<file path="src/rtl/cache_pkg.sv">
// Shared types and geometry for the cache fill controller.
package cache_pkg;

  typedef enum logic [1:0] {
    ST_IDLE = 2'd0,
    ST_FILL = 2'd1,
    ST_DONE = 2'd2
  } fill_state_e;

  localparam int unsigned WORDS_PER_BLOCK = 8;
  localparam int unsigned NUM_SETS        = 64;
  localparam int unsigned TAG_W           = 6;
  localparam int unsigned INDEX_W         = 6;
  localparam int unsigned OFFSET_W        = 4;
  localparam int unsigned ADDR_W          = TAG_W + INDEX_W + OFFSET_W;

  // Tag-array entry layout: {tag, valid, lru}
  localparam int unsigned TAG_LRU_BIT     = 0;
  localparam int unsigned TAG_VALID_BIT   = 1;
  localparam int unsigned TAG_FIELD_LSB   = 2;
  localparam int unsigned TAG_ENTRY_W     = TAG_W + 2;

endpackage

</file>
<file path="src/rtl/onehot_decoder.sv">
// Binary-to-one-hot decoder with enable; all-zero output when disabled.
module onehot_decoder #(
  parameter int unsigned N = 3
) (
  input  logic              en,
  input  logic [N-1:0]      sel,
  output logic [(2**N)-1:0] onehot
);

  always_comb begin
    onehot = '0;
    if (en) onehot[sel] = 1'b1;
  end

endmodule

</file>
<file path="src/rtl/cache_fill_ctrl.sv">
// Cache block fill controller: issues eight word reads for a missed block and
// steers returning words and the final tag entry into the selected way.
module cache_fill_ctrl
  import cache_pkg::*;
#(
  parameter int unsigned WORDS   = 8,
  parameter int unsigned MEM_LAT = 4
) (
  input  logic                       clk,
  input  logic                       rst,
  input  logic                       miss_detected,
  input  logic [ADDR_W-1:0]          miss_address,
  input  logic                       victim_way,
  input  logic                       memory_data_valid,
  output logic                       mem_read_en,
  output logic [ADDR_W-1:0]          memory_address,
  output logic                       data_we,
  output logic                       tag_we,
  output logic                       way0_sel,
  output logic                       way1_sel,
  output logic [WORDS_PER_BLOCK-1:0] word_select,
  output logic [NUM_SETS-1:0]        set_enable,
  output logic [TAG_ENTRY_W-1:0]     tag_out,
  output logic                       fsm_busy,
  output logic                       fill_done
);

  localparam int unsigned ISSUE_W    = 4;
  localparam int unsigned WORD_IDX_W = $clog2(WORDS_PER_BLOCK);

  fill_state_e             state, state_nxt;
  logic [ISSUE_W-1:0]      issue_cnt, issue_cnt_nxt;
  logic [WORD_IDX_W-1:0]   recv_cnt, recv_cnt_nxt;
  logic [ADDR_W-1:0]       base, base_nxt;
  logic                    way, way_nxt;
  logic                    in_fill;
  logic                    word_rx;
  logic [INDEX_W-1:0]      set_idx;

  // Offset bits and the latency parameter carry no logic in the controller.
  logic unused_ok;
  assign unused_ok = ^{miss_address[OFFSET_W-1:0], (MEM_LAT != 0)};

  assign set_idx = base[OFFSET_W +: INDEX_W];

  always_ff @(posedge clk) begin
    if (rst) begin
      state     <= ST_IDLE;
      issue_cnt <= '0;
      recv_cnt  <= '0;
      base      <= '0;
      way       <= 1'b0;
    end else begin
      state     <= state_nxt;
      issue_cnt <= issue_cnt_nxt;
      recv_cnt  <= recv_cnt_nxt;
      base      <= base_nxt;
      way       <= way_nxt;
    end
  end

  always_comb begin
    state_nxt      = state;
    issue_cnt_nxt  = issue_cnt;
    recv_cnt_nxt   = recv_cnt;
    base_nxt       = base;
    way_nxt        = way;
    mem_read_en    = 1'b0;
    memory_address = '0;
    data_we        = 1'b0;
    tag_we         = 1'b0;
    way0_sel       = 1'b0;
    way1_sel       = 1'b0;
    fsm_busy       = 1'b0;
    fill_done      = 1'b0;
    tag_out        = '0;

    // Reset also masks the decodes so nothing is written during the reset cycle.
    in_fill = !rst && (state == ST_FILL);
    // Returns before the first issued read cannot belong to this fill.
    word_rx = in_fill && memory_data_valid && (issue_cnt != '0);

    tag_out[TAG_FIELD_LSB +: TAG_W] = base[OFFSET_W + INDEX_W +: TAG_W];
    tag_out[TAG_VALID_BIT]          = 1'b1;
    tag_out[TAG_LRU_BIT]            = 1'b0;

    mem_read_en = in_fill && (issue_cnt < ISSUE_W'(WORDS));
    if (mem_read_en) memory_address = base + ADDR_W'({issue_cnt, 1'b0});
    data_we   = word_rx;
    tag_we    = word_rx && (recv_cnt == WORD_IDX_W'(WORDS - 1));
    way0_sel  = in_fill && !way;
    way1_sel  = in_fill && way;
    fsm_busy  = !rst && (state != ST_IDLE);
    fill_done = !rst && (state == ST_DONE);

    unique case (state)
      ST_IDLE: begin
        if (miss_detected) begin
          state_nxt     = ST_FILL;
          base_nxt      = {miss_address[ADDR_W-1:OFFSET_W], OFFSET_W'(0)};
          way_nxt       = victim_way;
          issue_cnt_nxt = '0;
          recv_cnt_nxt  = '0;
        end
      end
      ST_FILL: begin
        if (mem_read_en) issue_cnt_nxt = issue_cnt + ISSUE_W'(1);
        if (word_rx)     recv_cnt_nxt  = recv_cnt + WORD_IDX_W'(1);
        if (tag_we)      state_nxt     = ST_DONE;
      end
      ST_DONE: begin
        state_nxt = ST_IDLE;
      end
      default: begin
        state_nxt = ST_IDLE;
      end
    endcase
  end

  onehot_decoder #(.N(WORD_IDX_W)) u_word_dec (
    .en     (word_rx),
    .sel    (recv_cnt),
    .onehot (word_select)
  );

  onehot_decoder #(.N(INDEX_W)) u_set_dec (
    .en     (in_fill),
    .sel    (set_idx),
    .onehot (set_enable)
  );

endmodule

</file>
<file path="config.mk">
export PLATFORM = sky130hd
export DESIGN_NAME = cache_fill_ctrl
export DESIGN_NICKNAME = d
export VERILOG_FILES = /design/src/rtl/cache_pkg.sv /design/src/rtl/onehot_decoder.sv /design/src/rtl/cache_fill_ctrl.sv
export SDC_FILE = /design/constraint.sdc
export NUM_CORES = 1
export LEC_CHECK = 0
export BUFFER_PORTS_ARGS = -buffer_cell sky130_fd_sc_hd__buf_2
export CAP_MARGIN = 25
export CORE_ASPECT_RATIO = 0.6
export CORE_MARGIN = 5
export CORE_UTILIZATION = 39
export CTS_CLUSTER_DIAMETER = 120
export DETAILED_ROUTE_END_ITERATION = 8
export GPL_TIMING_DRIVEN = 0
export HOLD_SLACK_MARGIN = 0.08
export PLACE_DENSITY = 0.84
export SLEW_MARGIN = 0
export SYNTH_ARGS = -nofsm -noshare
export SYNTH_HDL_FRONTEND = slang
export SYNTH_SLANG_ARGS = --single-unit
</file>
<file path="constraint.sdc">
create_clock -name clk -period 1.4 [get_ports clk]
set_input_delay 0.07 -clock clk [delete_from_list [all_inputs] [get_ports clk]]
set_output_delay 0.07 -clock clk [all_outputs]
set_load 0.02 [all_outputs]
</file>
==> key figures, run 1 <==
Placement
  – Routability congestion estimate: around 0.86
  – Place WS: -0.344 ns
  – Port Buf Inserts: between 100 and 150
  – Placed wire-length estimate after detailed placement: roughly 5.8 mm

Yosys
  – Asr flop ratio synth: 0%
  – Synthesized area: between 1500 and 2000 um^2
  – Main area contributors after synthesis: dfxtp_1, nor2_1, nand2_1
  – Share of the yosys chip area belonging to registers: 22.9%
  – Post-synthesis cell type count: 43
  – Top cell types by occurrence after synthesis: nor2_1, nand2_1, a21oi_1
  – Post-synth EDFFs: 0
  – Yosys synthesis warning count: 0
  – Synthesized area per cell: 6.51 um^2
  – Area fraction of the dominant cell type after synthesis: 22.9%
  – Top_reg_cell synth: dfxtp_1
  – Leading area contributor after synthesis: dfxtp_1
  – Flops & latches, synth: 22
  – Number of cells produced by synthesis: 295
  – Count leader, synth: nor2_1

Floorplanning
  – Io pins: 124
  – Row count: 19
  – DIE HEIGHT: 64.4 um
  – Initial Util: between 40% and 50%
  – Die Span X: 101 um

Clock network
  – Number of H-tree levels: 1
  – Clock root buffer: clkbuf_8
  – Clock Sinks: 22
  – Number of buffers created by CTS: 3
  – Longest Clk Path Bufs: 2

Timing
  – Worst EP Category: output port
  – Worst endpoint after global-route timing repair: set_enable[11]

GRT
  – Largest net degree at the start of global routing: 14

Run status
  – Status: did not finish
  – Error Message: [ERROR DPL-0038] Utilization greater than 100%, impossible to legalize
  – Halt point of the flow: global routing
-- through the flow --
stage                     util [%]  instance area (um^2)  TNS [ns]  std cells
after floorplan                  -                  2440     -2.45        296
after CTS                     95.2                  4430    -31.06        530
after global placement        66.6                  3100    -16.84        475
after detailed placement      66.6                  3100    -19.66        475
-- cell families after synthesis --
logic type	count (synthesis)	synth area share (%)
xor gates and xnor gates	3	1.37
DFF	22	22.9
other	2	0.391
AOI/OAI and AO/OA	38	11.5
and+or+nand+nor	188	49.7
adders and majority gates	6	3.91
buffers and inverters	35	9.70
muxes	1	0.521
-- timing repair --
item | 4_1_cts
gates resized for setup | 235
cloned | 3
setup endpoints to repair | 109
hold buffers | 13
endpoints found under the hold margin | 13
setup buffers | 37
pin swaps | 44
==> run 2, diff against run 1 <==
Settings changed: CORE_ASPECT_RATIO 0.6 to not set, CORE_UTILIZATION 39 to 30, CTS_CLUSTER_DIAMETER 120 to not set, HOLD_SLACK_MARGIN 0.08 to not set, PLACE_DENSITY 0.84 to not set, PLACE_DENSITY_LB_ADDON set to 0.15.
Clock period 1.4 ns to 1.8 ns, I/O delays scaled along.
==> key figures, run 2 <==
Power
  – Sequential share of power: 41.7%
  – Pwr/cell area: 388 nW/um^2
  – Internal portion of total power: ~0.00086 W
  – Static power due to leakage: 1.49 nW
  – Fraction of power consumed by the clock network: 23.4%
  – Switching power as a share of total power: 34.2%
  – VDD IR max: 305 uV
  – Share of total power in combinational logic: a little over a third
  – Net Switching: 0.000446 W

Yosys
  – Combinational family with the most area after synthesis: simple AND/OR/NAND/NOR gates
  – Adder-cell share of the synthesized area: 3.91% (unchanged)
  – Area fraction of the dominant cell type after synthesis: 22.9% (unchanged)
  – Synthesized area per cell: 6.51 um^2 (unchanged)
  – Top_reg_cell synth: dfxtp_1
  – Synthesized area: 1920 um^2 (unchanged)
  – Main area contributors after synthesis: dfxtp_1, nor2_1, nand2_1
  – Count leader, synth: nor2_1
  – Post-synthesis cell type count: 43 (unchanged)
  – Post-Synth XOR/XNOR Area: 1.37% (unchanged)
  – Share of the yosys chip area belonging to registers: 22.9% (unchanged)
  – Top cell types by occurrence after synthesis: nor2_1, nand2_1, a21oi_1
  – Asr flop ratio synth: 0% (unchanged)
  – Flops & latches, synth: 22 (unchanged)
  – Number of cells produced by synthesis: 295 (unchanged)
  – Post-synth EDFFs: 0 (unchanged)
  – Share of cell area taken by muxes after synthesis: 0.521% (unchanged)
  – Complex-gate fraction of the synthesized area: 11.5% (unchanged)
  – Post-synthesis share of cell area spent on and, or, nand and nor gates: 49.7% (unchanged)
  – Leading area contributor after synthesis: dfxtp_1
  – Yosys synthesis warning count: 0 (unchanged)

Timing
  – Setup ws final: -0.0478 ns
  – Crit path time final: 1.85 ns
  – Worst Max-Slew Pin Slew: between 0.5 and 0.6 ns
  – RSZ-0062 raised after global routing: yes
  – Maximum clock frequency: 541 MHz
  – Fin. Hold Viols: 0
  – Number of pins with negative max-slew slack in the final report: 0
  – Remaining max-slew budget at the tightest pin: 61.2%
  – Post-route clock skew: 0.00149 ns
  – Final clock period utilization by the worst path: 103%
  – Post-Route Setup TNS: -0.186 ns
  – Final number of setup-violating endpoints: 10

Routing
  – Initial DRT Pass Iterations: 4
  – Post-DR wirelength/cell: approximately 14 um
  – Antenna violation net count after detailed routing: 0
  – Mean number of vias per cell: 4.87
  – Via count: approximately 2500
  – Remaining design rule violation count: 0
  – DRC marker count from the first detailed-route iteration: 63
  – Routed WL: 7.41 mm

Setup path
  – WP data required: 1.71 ns
  – CP Data Arrival Time: 1.76 ns
  – Startpoint types: flip-flop
  – Endpoint type of the worst setup path: primary output
  – Peak fanout along the critical path: 6
  – Critical path class: flip-flop to primary output

Finish
  – Commonest non-fill, non-tap cells in the layout: buf_2, nor2_1, buf_4, nand2_1, buf_6
  – Count of nets after finishing: 468
  – Final non-filler cell total: between 500 and 600
  – Largest reg by FF count: base
  – Ratio of cells with drive above 1 in the final layout: between 50% and 60%
  – Most frequent standard cell in the layout excluding fill and tap cells: buf_2
  – Synthesis-to-finish area growth: 75.2%
  – Top Registers: base (12), issue_cnt (4), recv_cnt (3)
  – Final standard cell utilization of the core: 53.6%
  – N_diodes: 0
  – Flip-flop count of the largest register, all copies and words added: 12
  – Post-route cell area: 3370 um^2

GRT
  – Total grt overflow: 0
  – Global Route Usage Sum: 16.9%
  – Number of antenna violations at the first check in global routing: 0
  – Largest net degree at the start of global routing: 12
  – Vias in the first global route: approximately 2400
  – Global-route wire length before repair: 11.8 mm

Clock network
  – Longest Clk Path Bufs: 2 (unchanged)
  – Number of buffers created by CTS: 3 (unchanged)
  – TritonCTS clock tree: yes
  – Hold-fix buffers, CTS: 0 (-13)
  – Source-to-sink clock delay at the later pin of the worst-skew pair: approximately 0.26 ns
  – Number of H-tree levels: 1 (unchanged)
  – Clock root buffer: clkbuf_8
  – Clock Sinks: 22 (unchanged)
  – Clock slew at the register clock pins of the worst setup and hold paths: 0.08 ns

Placement
  – Routability congestion estimate: 0.776 (-9.7%)
  – Placed Cells incl. Taps: 489 (+2.9%)
  – Placed wire-length estimate after detailed placement: 5.48 mm (-5.2%)
  – Area post-placement: 2600 um^2 (-16%)
  – Port Buf Inserts: 116 (unchanged)

Floorplanning
  – Die Span X: 90.0 um (-11%)
  – Std-Cell Core Area: 6280 um^2
  – Row count: 29 (+10)
  – Total die area: between 8000 and 9000 um^2
  – DIE HEIGHT: 90.0 um (+40%)
  – Io pins: 124 (unchanged)
  – Initial Util: 30.6% (-11 points)

Min path
  – Path category of the worst min-delay check: input port to flip-flop

Run
  – Max Cap Viol: 0

Run status
  – Violations in the final reports: negative setup slack
  – Status: complete, but fails checks
==> run 2: power by group through the flow <==
stage | combinational [W] | clock (W) | sequential (W)
2_1_floorplan | 0.000232 | 0 | 0.000540
3_3_place_gp | 0.000325 | 0 | 0.000546
3_5_place_dp | 0.000328 | 0 | 0.000546
4_1_cts | 0.000399 | 0.000319 | 0.000541
5_1_grt | 0.000494 | 0.000341 | 0.000550
6_report | 0.000455 | 0.000306 | 0.000544
==> run 2: final timing paths <==
check	startpoint	endpoint	slack [ns]	depth (start not counted)
max	state[0]$_SDFFE_PP0P_	set_enable[12]	-0.05	4
min	miss_address[14]	base[14]$_SDFFE_PP0P_	0.06	3
max reg2reg	state[0]$_SDFFE_PP0P_	recv_cnt[1]$_SDFFE_PP0P_	0.14	6
min reg2reg	way$_SDFFE_PP0P_	way$_SDFFE_PP0P_	0.47	2
==> run 2: cell type report <==
| class | count | area, um^2 |
|---|---|---|
| repair buffers | 145 | 968 |
| well taps | 77 | 96.3 |
| inverters | 7 | 31.3 |
| plain buffers | 23 | 179 |
| flip-flops and latches | 22 | 468 |
| clock buffers | 3 | 41.3 |
| fillers | 603 | 2910 |
| multi-input cells | 239 | 1580 |
==> run 2: repair_timing <==
item / in CTS / in global routing
buffers inserted: 18 / 10
setup endpoints to repair: 90 / 82
pin swaps: 13 / 18
cloned: 0 / 1
resized for setup: 80 / 80
==> run 2: cells by family (layout without fill, tap and decap cells) <==
group	after synthesis	in the layout
AO/OA/AOI/OAI	38	38
other	2	3
adder cells (fa/ha/maj)	6	6
flip-flops	22	22
XOR/XNOR	3	3
multiplexers	1	1
buffers and inverters	35	178
AND/OR/NAND/NOR	188	188
==> run 2: stage by stage <==
stage	total power [W]	hold slack (ns)	worst slack, ns
floorplan	0.000772	0.226	0.0210
global placement	0.000871	0.335	-0.159
detailed placement	0.000874	0.336	-0.135
CTS	0.00126	0.0524	-0.0618
global route	0.00139	0.0564	-0.129
finish	0.00130	0.0564	-0.0478
==> run 2: per-layer routing <==
metal	track usage, %	vias up	wire length (um)	part of all wire [%]
met5	0	-	0	0
li1	-	1280	-	-
met1	21.4	1140	3200	43
met4	3.35	0	48	0.65
met3	3.84	4	520	7.0
met2	29.3	89	3640	49
==> run 2: worst max-delay path: stages, from the launching register on <==
cell and delay, ns:
dfxtp_2 0.35, or3b_4 0.39, or3_4 0.46, nor2_2 0.14, buf_4 0.16
Note: power is estimated with default switching activity, not from simulation.
==> run 3, diff against run 2 <==
Settings changed: PLACE_DENSITY_LB_ADDON 0.15 to 0.05, SLEW_MARGIN 0 to 20.
==> key figures, run 3 (synthesized netlist as in run 2, its figures left out) <==
Timing
  – Setup ws final: -0.0451 ns (+0.00271 ns)
  – Fin. Hold Viols: 0 (unchanged)
  – Final number of setup-violating endpoints: 8 (-2)
  – Crit path time final: 1.85 ns (-0.00271 ns)
  – Number of pins with negative max-slew slack in the final report: 0 (unchanged)
  – Remaining max-slew budget at the tightest pin: 64.9% (+3.7 points)
  – Post-Route Setup TNS: -0.229 ns (-0.0434 ns)
  – Post-route clock skew: 0.00813 ns (+0.00663 ns)
  – Maximum clock frequency: 542 MHz (+0.15%)
  – RSZ-0062 raised after global routing: yes
  – Worst Max-Slew Pin Slew: 0.526 ns (-0.0562 ns)
  – Final Hold Slack: 0.0480 ns (-0.00844 ns)
  – Final clock period utilization by the worst path: 103% (-0.15 points)

GRT
  – Vias in the first global route: 2268 (-4.9%)
  – Number of antenna violations at the first check in global routing: 0 (unchanged)
  – Largest net degree at the start of global routing: 14 (+2)
  – Global Route Usage Sum: 16.6% (-0.27 points)
  – Total grt overflow: 0 (unchanged)
  – Global-route wire length before repair: 11.6 mm (-1.2%)

Floorplanning
  – Die Span X: 90.0 um (unchanged)
  – Total die area: 8110 um^2 (unchanged)
  – Row count: 29 (unchanged)
  – DIE HEIGHT: 90.0 um (unchanged)
  – Initial Util: 30.6% (unchanged)
  – Io pins: 124 (unchanged)
  – Std-Cell Core Area: 6280 um^2 (unchanged)

Routing
  – Post-DR wirelength/cell: 14.3 um (-0.60%)
  – Antenna violation net count after detailed routing: 0 (unchanged)
  – Mean number of vias per cell: 4.89 (+0.37%)
  – Initial DRT Pass Iterations: 4 (unchanged)
  – Remaining design rule violation count: 0 (unchanged)
  – DRC marker count from the first detailed-route iteration: 62 (-1.6%)
  – Routed WL: 7.41 mm (about the same)
  – Via count: 2537 (+0.96%)

Placement
  – Placed Cells incl. Taps: 489 (unchanged)
  – Placed wire-length estimate after detailed placement: 5.46 mm (-0.37%)
  – Port Buf Inserts: 116 (unchanged)
  – Routability congestion estimate: 0.781 (+0.66%)

Finish
  – Largest reg by FF count: base
  – Commonest non-fill, non-tap cells in the layout: buf_2, nor2_1, buf_4, nand2_1, buf_6
  – N_diodes: 0 (unchanged)
  – Most frequent standard cell in the layout excluding fill and tap cells: buf_2
  – Ratio of cells with drive above 1 in the final layout: 54.3% (-1.1 points)
  – Final non-filler cell total: 519 (+0.58%)
  – Synthesis-to-finish area growth: 74.7%
  – Count of nets after finishing: 470 (+0.43%)
  – Flip-flop count of the largest register, all copies and words added: 12 (unchanged)
  – Top Registers: base (12), issue_cnt (4), recv_cnt (3)

Setup path
  – WP data required: 1.71 ns (about the same)
  – End point of the critical path: set_enable[11]
  – Depth of the worst register-to-register path: 6 (unchanged)
  – CP Data Arrival Time: 1.76 ns (about the same)
  – Reg-to-reg startpoint: state[0]$_SDFFE_PP0P_
  – Peak fanout along the critical path: 6 (unchanged)
  – Critical path class: flip-flop to primary output
  – Startpoint types: flip-flop
  – Worst setup path startpoint: state[1]$_SDFFE_PP0P_
  – Reg2reg end: base[4]$_SDFFE_PP0P_
  – Endpoint type of the worst setup path: primary output
  – Register-to-register setup slack: 0.10 ns (-0.04 ns)

Power
  – Pwr/cell area: 438 nW/um^2 (+13%)
  – VDD IR max: 346 uV (+13%)
  – Static power due to leakage: 1.52 nW (+1.6%)

Clock network
  – Clock root buffer: clkbuf_8
  – Hold-fix buffers, CTS: 0 (unchanged)
  – Source-to-sink clock delay at the later pin of the worst-skew pair: 0.27 ns (about the same)
  – TritonCTS clock tree: yes
  – Number of buffers created by CTS: 3 (unchanged)
  – Number of H-tree levels: 1 (unchanged)
  – Longest Clk Path Bufs: 2 (unchanged)
  – Clock slew at the register clock pins of the worst setup and hold paths: 0.08 ns (about the same)
  – Clock Sinks: 22 (unchanged)

Run status
  – Status: complete, but fails checks
  – Violations in the final reports: negative setup slack

Run
  – Max Cap Viol: 0 (unchanged)

Min path
  – Path category of the worst min-delay check: input port to flip-flop
-- run 3: changes by cell type in the layout (fill, tap and decap cells not counted), moves of 2 or more --
cell     before  now
nand2_1      41   39
a21oi_2       3    5
buf_2        85   89
nor3_2        6    2
buf_4        54   51
nor3_1        7   11
nor2_2        9    7
-- run 3: worst max-delay path, cell delays in order (launching register included) --
cell and delay (ns):
dfxtp_4 0.37, or3b_4 0.40, or3_4 0.45, nor3_4 0.14, buf_6 0.14
-- run 3: layout make-up --
cell class | count | area, um^2
clock buffers | 3 | 41.3
repair buffers | 145 | 935
clock inverters | 1 | 30.0
fillers | 669 | 2920
inverters | 7 | 28.8
flip-flops and latches | 22 | 464
plain buffers | 25 | 208
well taps | 77 | 96.3
multi-input cells | 239 | 1560
-- run 3: timing repair --
| action | CTS | global route |
|---|---|---|
| pin swaps | 10 | 17 |
| gates cloned | 1 | 0 |
| buffers inserted | 14 | 14 |
| gates resized for setup | 80 | 66 |
| endpoints found under the setup margin | 89 | 77 |
-- run 3: worst min-delay path by stage --
stage                      from                    end  slack [ns]  cells after the start
3_3_place_gp   miss_address[11]  base[11]$_SDFFE_PP0P_        0.34                      3
3_5_place_dp    miss_address[8]   base[8]$_SDFFE_PP0P_        0.34                      3
6_report        miss_address[8]   base[8]$_SDFFE_PP0P_        0.05                      3
5_1_grt        miss_address[11]  base[11]$_SDFFE_PP0P_        0.04                      3
2_1_floorplan        victim_way       way$_SDFFE_PP0P_        0.23                      2
4_1_cts         miss_address[8]   base[8]$_SDFFE_PP0P_        0.05                      3
-- run 3: through the flow --
| step | utilization (%) | instance area, um^2 | worst slack, ns | power, W |
|---|---|---|---|---|
| CTS | 48.6 | 3050 | -0.0825 | 0.00142 |
| global route | 53.5 | 3360 | -0.111 | 0.00155 |
| detailed placement | 41.5 | 2600 | -0.129 | 0.000875 |
| finish | 53.5 | 3360 | -0.0451 | 0.00147 |
| floorplan | - | 1930 | 0.0210 | 0.000772 |
| global placement | 41.5 | 2600 | -0.115 | 0.000873 |
-- run 3: report_power, final --
part	internal [W]	leakage, nW	switching (W)
Clock	0.000297	0.0357	0.000172
Sequential	0.000511	0.186	0.0000318
Combinational	0.000199	1.29	0.000259
Total	0.00101	1.52	0.000463
-- run 3: metal layers --
metal  vias up  routed length, um  part of all wire, %  track usage, %
met1      1186               3120                   42            21.5
met3         2                408                  5.5            3.09
met2        64               3860                   52            29.1
li1       1285                  -                    -               -
met5         -                  0                    0               0
met4         0                 25                 0.34            2.61
